==> config.mk <==
export PLATFORM = sky130hd
export DESIGN_NAME = merge_run_feeder
export DESIGN_NICKNAME = d
export VERILOG_FILES = /design/src/rtl/merge_run_feeder.sv
export SDC_FILE = /design/constraint.sdc
export NUM_CORES = 1
export LEC_CHECK = 0
export ABC_AREA = 1
export CORE_AREA = 2 2 90 49
export DETAILED_ROUTE_END_ITERATION = 7
export DIE_AREA = 0 0 92 51
export PLACE_DENSITY_LB_ADDON = 0.3
export SKIP_LAST_GASP = 1
export SLEW_MARGIN = 20
export SYNTH_ARGS = -nofsm -noshare
export SYNTH_HDL_FRONTEND = slang
export SYNTH_SLANG_ARGS = --single-unit
==> constraint.sdc <==
create_clock -name i_clk -period 1.6 [get_ports i_clk]
set_input_delay 0.32 -clock i_clk [delete_from_list [all_inputs] [get_ports i_clk]]
set_output_delay 0.32 -clock i_clk [all_outputs]
set_load 0.02 [all_outputs]
==> src/rtl/merge_run_feeder.sv <==
// Producer side of the two-way merge: streams bytes from a FWFT source into a left
// run, then a right run, pulses start and waits for merge_done. Option: SENTINEL_PAD_EN.
module merge_run_feeder #(
    parameter int INPUT_ARR_LEN = 2,
    parameter int VAR_LEN       = 4
) (
    input  logic       i_clk,
    input  logic       i_rst,
    input  logic       i_go,
    input  logic [7:0] i_src_data,
    input  logic       i_src_empty,
    output logic       o_src_rd,
    output logic [7:0] o_fifo_l_data,
    output logic       o_fifo_l_wr,
    input  logic       i_fifo_l_full,
    output logic [7:0] o_fifo_r_data,
    output logic       o_fifo_r_wr,
    input  logic       i_fifo_r_full,
    input  logic       i_flush,
    output logic       o_start,
    input  logic       i_merge_done,
    output logic       o_busy,
    output logic [7:0] o_pair_count,
    output logic [2:0] o_state
);

    typedef enum logic [2:0] {
        S_IDLE       = 3'd0,
        S_FILL_L     = 3'd1,
        S_FILL_R     = 3'd2,
        S_START      = 3'd3,
        S_WAIT_MERGE = 3'd4
    } state_t;

    localparam logic [VAR_LEN-1:0] LAST_CNT = VAR_LEN'(INPUT_ARR_LEN - 1);

    state_t             r_state;
    logic [VAR_LEN-1:0] r_cnt;
    logic [7:0]         r_pair_count;

    logic w_fill_l;
    logic w_fill_r;
    logic w_xfer_l;
    logic w_xfer_r;
    logic w_pad_l;
    logic w_pad_r;
    logic w_abort;
    logic w_wr_l;
    logic w_wr_r;
    logic w_last;

    // Strobes are forced low while reset is held, even before the state register clears.
    assign w_fill_l = (r_state == S_FILL_L) && !i_rst;
    assign w_fill_r = (r_state == S_FILL_R) && !i_rst;
    assign w_xfer_l = w_fill_l && !i_src_empty && !i_fifo_l_full;
    assign w_xfer_r = w_fill_r && !i_src_empty && !i_fifo_r_full;
    assign w_last   = (r_cnt == LAST_CNT);

`ifdef SENTINEL_PAD_EN
    // An empty source at the head of a fresh pair means nothing is left to merge.
    assign w_abort = w_fill_l && i_flush && i_src_empty && !i_fifo_l_full && (r_cnt == '0);
    assign w_pad_l = w_fill_l && i_flush && i_src_empty && !i_fifo_l_full && (r_cnt != '0);
    assign w_pad_r = w_fill_r && i_flush && i_src_empty && !i_fifo_r_full;
`else
    logic w_unused_flush;
    assign w_unused_flush = i_flush;
    assign w_abort        = 1'b0;
    assign w_pad_l        = 1'b0;
    assign w_pad_r        = 1'b0;
`endif

    assign w_wr_l = w_xfer_l || w_pad_l;
    assign w_wr_r = w_xfer_r || w_pad_r;

    assign o_src_rd      = w_xfer_l || w_xfer_r;
    assign o_fifo_l_wr   = w_wr_l;
    assign o_fifo_r_wr   = w_wr_r;
    assign o_fifo_l_data = w_fill_l ? (w_pad_l ? 8'hFF : i_src_data) : 8'h00;
    assign o_fifo_r_data = w_fill_r ? (w_pad_r ? 8'hFF : i_src_data) : 8'h00;
    assign o_start       = (r_state == S_START) && !i_rst;
    assign o_busy        = (r_state != S_IDLE) && !i_rst;
    assign o_pair_count  = r_pair_count;
    assign o_state       = r_state;

    always_ff @(posedge i_clk) begin
        if (i_rst) begin
            r_state      <= S_IDLE;
            r_cnt        <= '0;
            r_pair_count <= '0;
        end else begin
            case (r_state)
                S_IDLE: begin
                    if (i_go) begin
                        r_state <= S_FILL_L;
                        r_cnt   <= '0;
                    end
                end
                S_FILL_L: begin
                    if (w_abort) begin
                        r_state <= S_IDLE;
                    end else if (w_wr_l) begin
                        if (w_last) begin
                            r_state <= S_FILL_R;
                            r_cnt   <= '0;
                        end else begin
                            r_cnt <= r_cnt + VAR_LEN'(1);
                        end
                    end
                end
                S_FILL_R: begin
                    if (w_wr_r) begin
                        if (w_last) begin
                            r_state <= S_START;
                            r_cnt   <= '0;
                        end else begin
                            r_cnt <= r_cnt + VAR_LEN'(1);
                        end
                    end
                end
                S_START: begin
                    r_pair_count <= r_pair_count + 8'd1;
                    r_state      <= S_WAIT_MERGE;
                end
                S_WAIT_MERGE: begin
                    if (i_merge_done) begin
                        r_state <= i_go ? S_FILL_L : S_IDLE;
                        r_cnt   <= '0;
                    end
                end
                default: begin
                    r_state <= S_IDLE;
                    r_cnt   <= '0;
                end
            endcase
        end
    end

endmodule

==> results.md <==
- Critical Path Max Stage Delay: about 0.37 ns
- Avg Cell Area, Syn: 6.15 µm²
- Total Routing Usage GR: 13.9%
- Mapped Cells: approximately 170
- Hold WC Path Type: flop to flop
- Largest net degree at the start of global routing: 11
- Worst reg2reg startpoint: o_state[1]$_SDFFE_PP0P_
- Final count of hold timing violations: 0
- Logic pwr share: between 60% and 70%
- Sink Count: 15
- Final hold slack: 0.478 ns
- #FFs+latches synth: 15
- Min-delay src: r_cnt[3]$_SDFFE_PP0P_
- Initial antenna violation count: 0
- DIE WIDTH: 92 µm
- CP cell instances: inv_4 > nand3_4 > nor2_4 > buf_4 > inv_4 > nor2_1 > buf_4
- RSZ-0062 raised after global routing: yes
- First-pass GRT wire length: 5120 µm
- Worst Clk Skew: 0.00663 ns
- Number of port buffers: 46
- Final Worst Setup Slack: -0.0193 ns
- Final GP Congestion: 0.795
- Pwr dens: about 1200 nW/µm²
- FF-to-FF setup slack: roughly 0.13 ns
- Syn. warnings: 0
- Hold Path End: r_cnt[3]$_SDFFE_PP0P_
- Crit path from: o_state[0]$_SDFFE_PP0P_
- Internal power: between 0.001 and 0.0015 W
- Required time of the critical path: approximately 1.3 ns
- Via density per instance: ~4.1
- Avg WL per Cell: 10.6 µm
- Clock power share: 14.0%
- # IOs: 48
- Total CTS buffers: 3
- CTS Root Cell: clkbuf_8
- Final setup viols: 8
- Number of max-cap violations: 0
- Sw Pwr: just under 0.001 W
- # diodes: 0
- Commonest non-fill, non-tap cell in the layout: buf_4
- Cells on Worst Hold Path: 2
- Max-slew violations: 0
- Gr ovfl total: 0
- ANT nets after route: 0
- Post-DP HPWL: around 2500 µm
- Failing checks: setup timing
- CTS max path bufs: 2
- Tcrit/Tclk final: 101%
- Final min period: roughly 1.6 ns
- Die H: 51 µm
- Tot Pwr: 0.00216 W
- DRC Markers: 0
- CP Max Fanout: 5
- Layout area overhead: 74.3%
- VDD IR-drop max: 0.334 mV
- Core Area: 4040 µm²
- Number of global-route vias before repair: between 1000 and 1500
- Most frequent cells in the layout: 40 x buf_4, 38 x nor2_1, 25 x inv_1, 22 x nand2_1, 14 x clkdlybuf4s50_1
- Synth Net Count: 190
- Share of cells above drive strength 1: 36.8%
- Netlist cell types: 24
- R2R depth: 10
- Initial core utilization: a little over a quarter
- Clk_lat worst skew: about 0.25 ns
- Post-Syn Area: between 1000 and 1500 µm²
- Total number of vias: 1225
- FMAX: 618 MHz
- Final WL: approximately 3200 µm
- Design Area, Final: 1830 µm²
- Nets: between 200 and 300
- R2R Path End: o_state[1]$_SDFFE_PP0P_
- CP arrival: about 1.3 ns
- Sw Ratio: 44.6%
- Rows: 17
- Static Leak: 0.948 nW
- Cell Area, Placed: 1730 µm²
- Max_slew headroom: a little over four fifths
- Initial drt markers: 32
- Setup TNS: -0.0787 ns
- CTS tree: built
- Tightest Pin Transition: 0.231 ns
- Outcome: finished with violations
- Clock transition at the registers of the reported paths: approximately 0.060 ns
- CP Launch Type: flop
- Die area: 4690 µm²
- Sequential-to-total area share from yosys stat: about 29%
- Pre-antenna DRT Iters: 4
- Crit Path Category: flop to output pin
- Reg power frac: 25.1%
- Critical-path top delay cell: dfxtp_4
- # H-tree levels: 1
- Crit path capture type: output pin
## synth_stat cells
| cell type | count | share of area [%] |
|---|---|---|
| inv_2 | 8 | 2.9 |
| nor2_1 | 43 | 15 |
| nand4_1 | 2 | 1.2 |
| nand3_2 | 4 | 3.8 |
| ha_1 | 3 | 3.6 |
| nor2_4 | 3 | 3.2 |
| inv_1 | 26 | 9.3 |
| clkbuf_1 | 1 | 0.36 |
| o21ai_1 | 4 | 1.9 |
| a21oi_1 | 11 | 5.2 |
| buf_1 | 1 | 0.36 |
| nand2_2 | 4 | 2.4 |
| o21ai_2 | 2 | 1.7 |
| xnor2_1 | 1 | 0.83 |
| dfxtp_1 | 15 | 29 |
| and2_1 | 1 | 0.59 |
| xor2_1 | 1 | 0.83 |
| nor3_1 | 2 | 0.95 |
| nand3_1 | 4 | 1.9 |
| nor3_2 | 2 | 1.9 |
| o22ai_1 | 2 | 1.2 |
| o21ai_0 | 3 | 1.4 |
| nor2_2 | 3 | 1.8 |
| nand2_1 | 25 | 8.9 |
## per-layer routing
layer / up-vias / wire length, µm / part of all wire, % / track usage [%]
li1: 662 / - / - / -
met1: 542 / 1790 / 57 / 21.4
met2: 21 / 1210 / 38 / 19.2
met3: 0 / 158 / 5.0 / 4.57
met4: 0 / 0 / 0 / 0.746
met5: - / 0 / 0 / 0
## flip-flops by register name (all words and copies together) (netlist names)
signal / cells
r_cnt: 4
o_pair_count: 8
o_state: 3
## power by group through the flow
stage               registers [W]  logic, W  clock network, W
detailed placement       0.000527   0.00125                 0
finish                   0.000543   0.00131          0.000302
global placement         0.000526   0.00124                 0
global route             0.000554   0.00145          0.000334
CTS                      0.000539   0.00122          0.000314
floorplan                0.000569  0.000677                 0
## cells by family after synthesis
family | count (synthesis) | synth area share (%)
compound gates | 22 | 11.4
simple gates | 93 | 42.0
buf+inv | 36 | 12.8
flops | 15 | 28.5
xor+xnor | 2 | 1.66
fa+ha+maj | 3 | 3.57
## worst max-delay path: cells and delay by family (launching register included)
| family | cells | cell delay (ns) |
|---|---|---|
| buf+inv | 4 | 0.39 |
| flops | 1 | 0.37 |
| simple gates | 3 | 0.29 |
## per-stage QoR
stage	util [%]	setup slack (ns)	cells
2_1_floorplan	-	0.0620	171
3_3_place_gp	42.9	-0.475	292
3_5_place_dp	42.9	-0.508	292
4_1_cts	42.6	-0.0849	298
5_1_grt	45.4	-0.0861	299
6_report	45.4	-0.0193	299
## worst max-delay path by stage
stage,endpoint,cells after the start
floorplan,o_fifo_l_data[0],4
finish,o_fifo_r_data[4],7
detailed placement,o_src_rd,5
global placement,o_src_rd,5
CTS,o_src_rd,6
global route,o_fifo_r_data[5],7
## final cells by class
class	instances	area, µm²
Clock buffer	3	41.3
Clock inverter	1	5.00
Fill cell	429	2210
Inverter	34	133
Multi-Input combinational cell	120	684
Sequential cell	15	309
Tap cell	57	71.3
Timing Repair Buffer	68	583
Timing Repair inverter	1	7.51
## timing repair
item / 4_1_cts / 5_1_grt
resized for setup: 105 / 36
pin swaps: 4 / 9
hold buffers: 0 / 0
endpoints found under the hold margin: 0 / 0
endpoints found under the setup margin: 27 / 30
buffers inserted: 1 / 1
gates cloned: 1 / 0
No activity file was read; power rests on OpenSTA's default activity.
